### config.mk
export PLATFORM = sky130hd
export DESIGN_NAME = fifo_ctrl
export DESIGN_NICKNAME = d
export VERILOG_FILES = /design/src/rtl/fifo_ctrl.sv
export SDC_FILE = /design/constraint.sdc
export NUM_CORES = 1
export LEC_CHECK = 0
export BUFFER_PORTS_ARGS = -buffer_cell sky130_fd_sc_hd__buf_2
export CORE_MARGIN = 2
export CORE_UTILIZATION = 40
export DETAILED_ROUTE_END_ITERATION = 6
export HOLD_SLACK_MARGIN = 0.08
export PLACE_DENSITY = 0.71
export SLEW_MARGIN = 20
export SYNTH_ARGS = -nofsm -noshare
export SYNTH_HDL_FRONTEND = slang
export SYNTH_SLANG_ARGS = --single-unit
### constraint.sdc
create_clock -name clk -period 2.3 [get_ports clk]
set_clock_uncertainty 0.15 [all_clocks]
set_input_delay 0 -clock clk [delete_from_list [all_inputs] [get_ports clk]]
set_output_delay 0 -clock clk [all_outputs]
set_load 0.02 [all_outputs]
### src/rtl/fifo_ctrl.sv
// fifo_ctrl: FIFO address/flag controller; optional sticky overflow/underflow flags under FIFO_ERR_FLAGS_EN
module fifo_ctrl #(
    parameter int FDEPTH   = 16,
    parameter int FCWIDTH  = 4,
    parameter int AF_LEVEL = 14,
    parameter int AE_LEVEL = 2
) (
    input  logic               clk,
    input  logic               rst,
    input  logic               writeN_in,
    input  logic               readN,
    output logic               writeN,
    output logic [FCWIDTH-1:0] wr_addr,
    output logic [FCWIDTH-1:0] rd_addr,
    output logic [FCWIDTH:0]   fcount,
    output logic               full,
    output logic               empty,
    output logic               almost_full,
    output logic               almost_empty
`ifdef FIFO_ERR_FLAGS_EN
    ,
    output logic               overflow,
    output logic               underflow
`endif
);
    localparam logic [FCWIDTH:0] L_DEPTH = (FCWIDTH+1)'(FDEPTH);
    localparam logic [FCWIDTH:0] L_AF    = (FCWIDTH+1)'(AF_LEVEL);
    localparam logic [FCWIDTH:0] L_AE    = (FCWIDTH+1)'(AE_LEVEL);
    logic [FCWIDTH-1:0] r_wr_addr;
    logic [FCWIDTH-1:0] r_rd_addr;
    logic [FCWIDTH:0]   r_fcount;
    logic               w_rd_acc;
    logic               w_wr_acc;
    // a read frees a slot in the same edge, so a write at full is accepted alongside it
    always_comb begin
        w_rd_acc = !readN && !empty;
        w_wr_acc = !writeN_in && (!full || w_rd_acc);
    end
    assign writeN       = rst || !w_wr_acc;
    assign wr_addr      = r_wr_addr;
    assign rd_addr      = r_rd_addr;
    assign fcount       = r_fcount;
    assign full         = r_fcount == L_DEPTH;
    assign empty        = r_fcount == '0;
    assign almost_full  = r_fcount >= L_AF;
    assign almost_empty = r_fcount <= L_AE;
    // pointers wrap naturally; occupancy moves only when exactly one side is accepted
    always_ff @(posedge clk or posedge rst) begin
        if (rst) begin
            r_wr_addr <= '0;
            r_rd_addr <= '0;
            r_fcount  <= '0;
        end else begin
            if (w_wr_acc) r_wr_addr <= r_wr_addr + FCWIDTH'(1);
            if (w_rd_acc) r_rd_addr <= r_rd_addr + FCWIDTH'(1);
            if (w_wr_acc != w_rd_acc)
                r_fcount <= w_wr_acc ? r_fcount + (FCWIDTH+1)'(1) : r_fcount - (FCWIDTH+1)'(1);
        end
    end
`ifdef FIFO_ERR_FLAGS_EN
    logic r_overflow;
    logic r_underflow;
    assign overflow  = r_overflow;
    assign underflow = r_underflow;
    // sticky error flags, cleared only by reset
    always_ff @(posedge clk or posedge rst) begin
        if (rst) begin
            r_overflow  <= 1'b0;
            r_underflow <= 1'b0;
        end else begin
            if (!writeN_in && full && !w_rd_acc) r_overflow <= 1'b1;
            if (!readN && empty) r_underflow <= 1'b1;
        end
    end
`endif
endmodule

Yosys cells after proc, flatten, opt, wreduce, memory -nomap -nowiden
Index checks and enable logic that the tools add are counted.
{"block": "classes", "n_addsub": 4, "n_lt_le_gt_ge": 2, "reduce_logical": 10, "eq_ne": 2, "mux": 1}
{"op": "$add A4 B1 Y4 const B", "count": 2}
{"op": "$add A5 B1 Y5 const B", "count": 1}
{"op": "$eq A5 B5 Y1 const B", "count": 1}
{"op": "$ge A5 B4 Y1 const B", "count": 1}
{"op": "$le A5 B2 Y1 const B", "count": 1}
{"op": "$logic_not A1 Y1", "count": 5}
{"op": "$logic_not A5 Y1", "count": 1}
{"op": "$mux W5", "count": 1}
{"op": "$sub A5 B1 Y5 const B", "count": 1}
{"op": "$logic_and A1 B1 Y1", "count": 2}
{"op": "$logic_or A1 B1 Y1", "count": 2}
{"op": "$ne A1 B1 Y1", "count": 1}
{"block": "word_totals", "regBits": 13, "input_bits": 4}

Logic depth before layout (Yosys ltp)
{"block": "depth", "ltp_word": 7, "ltp_mapped": 8, "mapped_depth_nobuf": 8}

Worst setup path after synthesis
OpenSTA, ideal clock, no wires.
{"block": "synth_timing", "kind": "register to register", "startpoint": "register r_fcount[0], in the netlist fcount[0]", "endpoint": "register r_fcount[4], in the netlist fcount[4]", "t_required_ps": 2063, "path_stages_with_launch": 9, "slack_ps": -235, "arrival_time_ps": 2298, "path_buffers": 0, "path_cell_list": "dfrtp_1 > nor4_4 > a31oi_2 > inv_1 > ha_1 > nor2b_1 > o22a_1 > o31a_1 > o211ai_1"}
{"block": "synth_via", "elab_chain_len": 6}
{"item": "start, declared", "line_no": "31", "source": "logic [FCWIDTH:0] r_fcount;"}
{"item": "start signal, assigned", "line_no": "57", "source": "r_fcount <= w_wr_acc ? r_fcount + (FCWIDTH+1)'(1) : r_fcount - (FCWIDTH+1)'(1);"}
{"item": "$logic_not A5 Y1", "line_no": "44", "source": "assign empty = r_fcount == '0;"}
{"item": "$logic_not A1 Y1", "line_no": "36", "source": "w_rd_acc = !readN && !empty;"}
{"item": "$logic_and A1 B1 Y1", "line_no": "36"}
{"item": "$logic_or A1 B1 Y1 (*)", "line_no": "37", "source": "w_wr_acc = !writeN_in && (!full || w_rd_acc);"}
{"item": "$logic_and A1 B1 Y1 (*)", "line_no": "37"}
{"item": "net w_wr_acc", "line_no": "33", "source": "logic w_wr_acc;"}
{"item": "$mux W5 / $ne A1 B1 Y1 (equally long branches)", "line_no": "57, 56"}
Mark *: on every way through the listed nets, which the timed path passes. The rest lies on a longest branch.
A chain may end at the register's enable or synchronous reset.

Worst setup path after layout
{"block": "layout_timing", "startpoint": "register r_fcount[2], in the netlist fcount[2]", "endpoint": "register r_fcount[4], in the netlist fcount[4]"}
The elaborated chain is that of the path after synthesis.

==> run summary <==
Status = finished clean
Yosys top cell by area = dfrtp_1
# diodes = 0
Post-route design area = 1070 um2
Clock tree from TritonCTS = done
Die footprint = 2370 um2
Share of the synthesized area in the top cell type = 40.8%
CTS Sinks = 13
Slowest cell on crit path = dfrtp_2
Initial DRC count = 19
Netlist cell types = 30
Largest family of logic cells by synthesized area = simple AND/OR/NAND/NOR gates
Vias = 696
Syn Std Cell Area = 797 um2
Root Driver = clkbuf_4
Primary FF master, synth = dfrtp_1
Post-synthesis adder-cell area fraction = 10.4%
Cts bufs inserted = 3
Count of buffer and inverter cells on the critical path = 1
Gpl congestion = 0.826
Die Height = 48.6 um
CP Data Arrival Time = 2.25 ns
Synth-to-layout area growth = 34.1%
Tightest Hold Check Type = in -> async
Initial Util = 41.5%
Synthesized area per cell = 10.6 um2
EDFF count, synth = 0
CP delay by family, top = compound AO/OA/AOI/OAI gates
Worst r2r src = fcount[2]$_DFFE_PP0P_
Share of cells above drive strength 1 = 38.9%
Peak supply drop = 695 uV
Xor/xnor cell area share of the yosys netlist = 9.89%
Simple-gate share of the synthesized area = 15.9%
Cells after Synth = 75
Critical path cell sequence = nor4_4 > a31oi_4 > inv_2 > ha_4 > nor2b_1 > o22a_1 > o31a_1 > o211ai_1
Largest stage delay, worst path = 0.43 ns
Vias in the first global route = 655
Fillers = 186
# IOs = 22
Final Hold Vio Count = 0
Critical path launch point type = register
Slew HR = 65.4%
YS warnings = 0
DR WL/cell = 12.5 um
Finished Layout Cells = 135
Top cells by area, synth = dfrtp_1, ha_1, xnor2_1
Net count, final = 119
Gr ovfl total = 0
Setup crit end kind = register
Longest Clk Path Bufs = 2
Cell count after placement = 127
Least-Margin Pin Slew = 0.519 ns
Area occupied by multi-input gates = 473 um2
Resized Gates After CTS = 0
Reg area = 329 um2
Ratio of final minimum period to clock period = 96.0%
Final min period = 2.21 ns
Yosys reg bits = 13
Initial antenna violation count = 0
Leak = 0.491 nW
Worst-path clk slew = 0.08 ns
Final antenna-violating net count = 0
Kind of critical path = reg -> reg
Hpwl dp = 1320 um
Mapped Nets = 85
Clock latency on the worst-skew pair = 0.27 ns
# rows = 16
Synth Area in Compound Gates = 15.7%
Port Buffer Count = 21
Hold_ws = 0.149 ns
Most frequent cell after synthesis = dfrtp_1
# setup viols final = 0
Wire length of the first global-routing pass = 2860 um
Vias/cell = 5.16
Synth cell count leaders = dfrtp_1, ha_1, inv_1, nand2_1, xnor2_1
DP Area = 1000 um2
Drt total wl = 1690 um
TNS Setup = 0 ns
Core area = 1920 um2
Crit-path max FO = 3
Pre-Repair DR Iteration Count = 4
Total power = 0.00162 W
Pwr dens = 1520 nW/um2
Final Slew Violations = 0
Maximum clock rate = 453 MHz
WP data required = 2.34 ns
Die W = 48.6 um
Async SR Flop Fraction = 100%
Mux share of post-synthesis cell area = 4.08%
Max cap viols = 0
# DRC = 0
Pin count of the biggest net entering global routing = 15
Crit path launch = fcount[2]$_DFFE_PP0P_
RSZ-0062 raised after global routing = false
Post-synthesis sequential area ratio = 40.8%
H-tree levels = 1
Tot GR Track Use = 15.8%
[through the flow]
stage / setup slack (ns) / utilization, %
finish: 0.0910 / 55.6
global route: 0.00829 / 55.6
CTS: 0.0476 / 55.2
detailed placement: 0.0647 / 52.3
global placement: 0.123 / 52.3
floorplan: -0.0893 / -
[routing by layer]
metal | up-vias | track usage (%) | share of wire, %
met4 | 0 | 4.29 | 1.2
met3 | 4 | 4.94 | 5.3
met5 | - | 0 | 0
li1 | 343 | - | -
met1 | 323 | 18.1 | 45
met2 | 26 | 28.1 | 48
[cell type report]
cell class / count / area share, %
Tap cell: 27 / 3.16
Timing Repair Buffer: 31 / 17.6
Inverter: 5 / 1.76
Clock buffer: 4 / 2.46
Multi-Input combinational cell: 55 / 44.3
Sequential cell: 13 / 30.8
[tightest hold or removal path, stage by stage]
cell	delay (ns)
dlygate4sd3_1	0.53
buf_2	0.12
inv_1	0.38
[power by group]
group          internal (W)  switching [W]
Clock             0.0000671      0.0000745
Combinational      0.000440       0.000559
Sequential         0.000355       0.000128
Total              0.000862       0.000761
[flip-flops by register name (all words and copies together), names as in the netlist]
name	count
fcount	5
rd_addr	4
wr_addr	4
[layout by cell type (no fill, tap or decap), drive strengths merged]
cell type	count
nand4	2
nand3b	1
ha	5
a21oi	2
a31oi	1
xor2	4
fa	1
nand2	5
o21ai	2
nor4	1
o211ai	2
xnor2	5
nor2	2
nor2b	2
a2111oi	2
a221o	1
dfrtp	13
nand3	3
o22a	2
inv	5
mux2	2
buf	28
o31a	1
nand2b	2
a21o	1
o221ai	1
clkbuf	4
dlygate4sd3	3
o31ai	1
mux2i	1
and2	2
or2	1
[timing repair]
action | 4_1_cts | 5_1_grt
hold endpoints to repair | 19 | 0
buffers inserted | 0 | 1
hold buffers | 3 | 0
setup endpoints to repair | 0 | 2
[logic make-up (layout without fill, tap and decap cells)]
| kind of cell | after synthesis | after routing |
|---|---|---|
| AO/OA/AOI/OAI | 16 | 16 |
| XOR/XNOR | 9 | 9 |
| adder cells (fa/ha/maj) | 6 | 6 |
| buffers and inverters | 7 | 40 |
| flip-flops | 13 | 13 |
| multiplexers | 3 | 3 |
| AND/OR/NAND/NOR | 21 | 21 |
[path summary, 6_finish.rpt]
kind,end,slack (ns),cells after the start
max reg2reg,fcount[4]$_DFFE_PP0P_,0.09,8
min in group clk,rd_addr[3]$_DFFE_PP0P_,0.32,1
max in group asynchronous,fcount[1]$_DFFE_PP0P_,1.48,3
min reg2reg,rd_addr[3]$_DFFE_PP0P_,0.32,1
max,fcount[4]$_DFFE_PP0P_,0.09,8
min,fcount[4]$_DFFE_PP0P_,0.15,3
No activity file was read; power rests on OpenSTA's default activity.
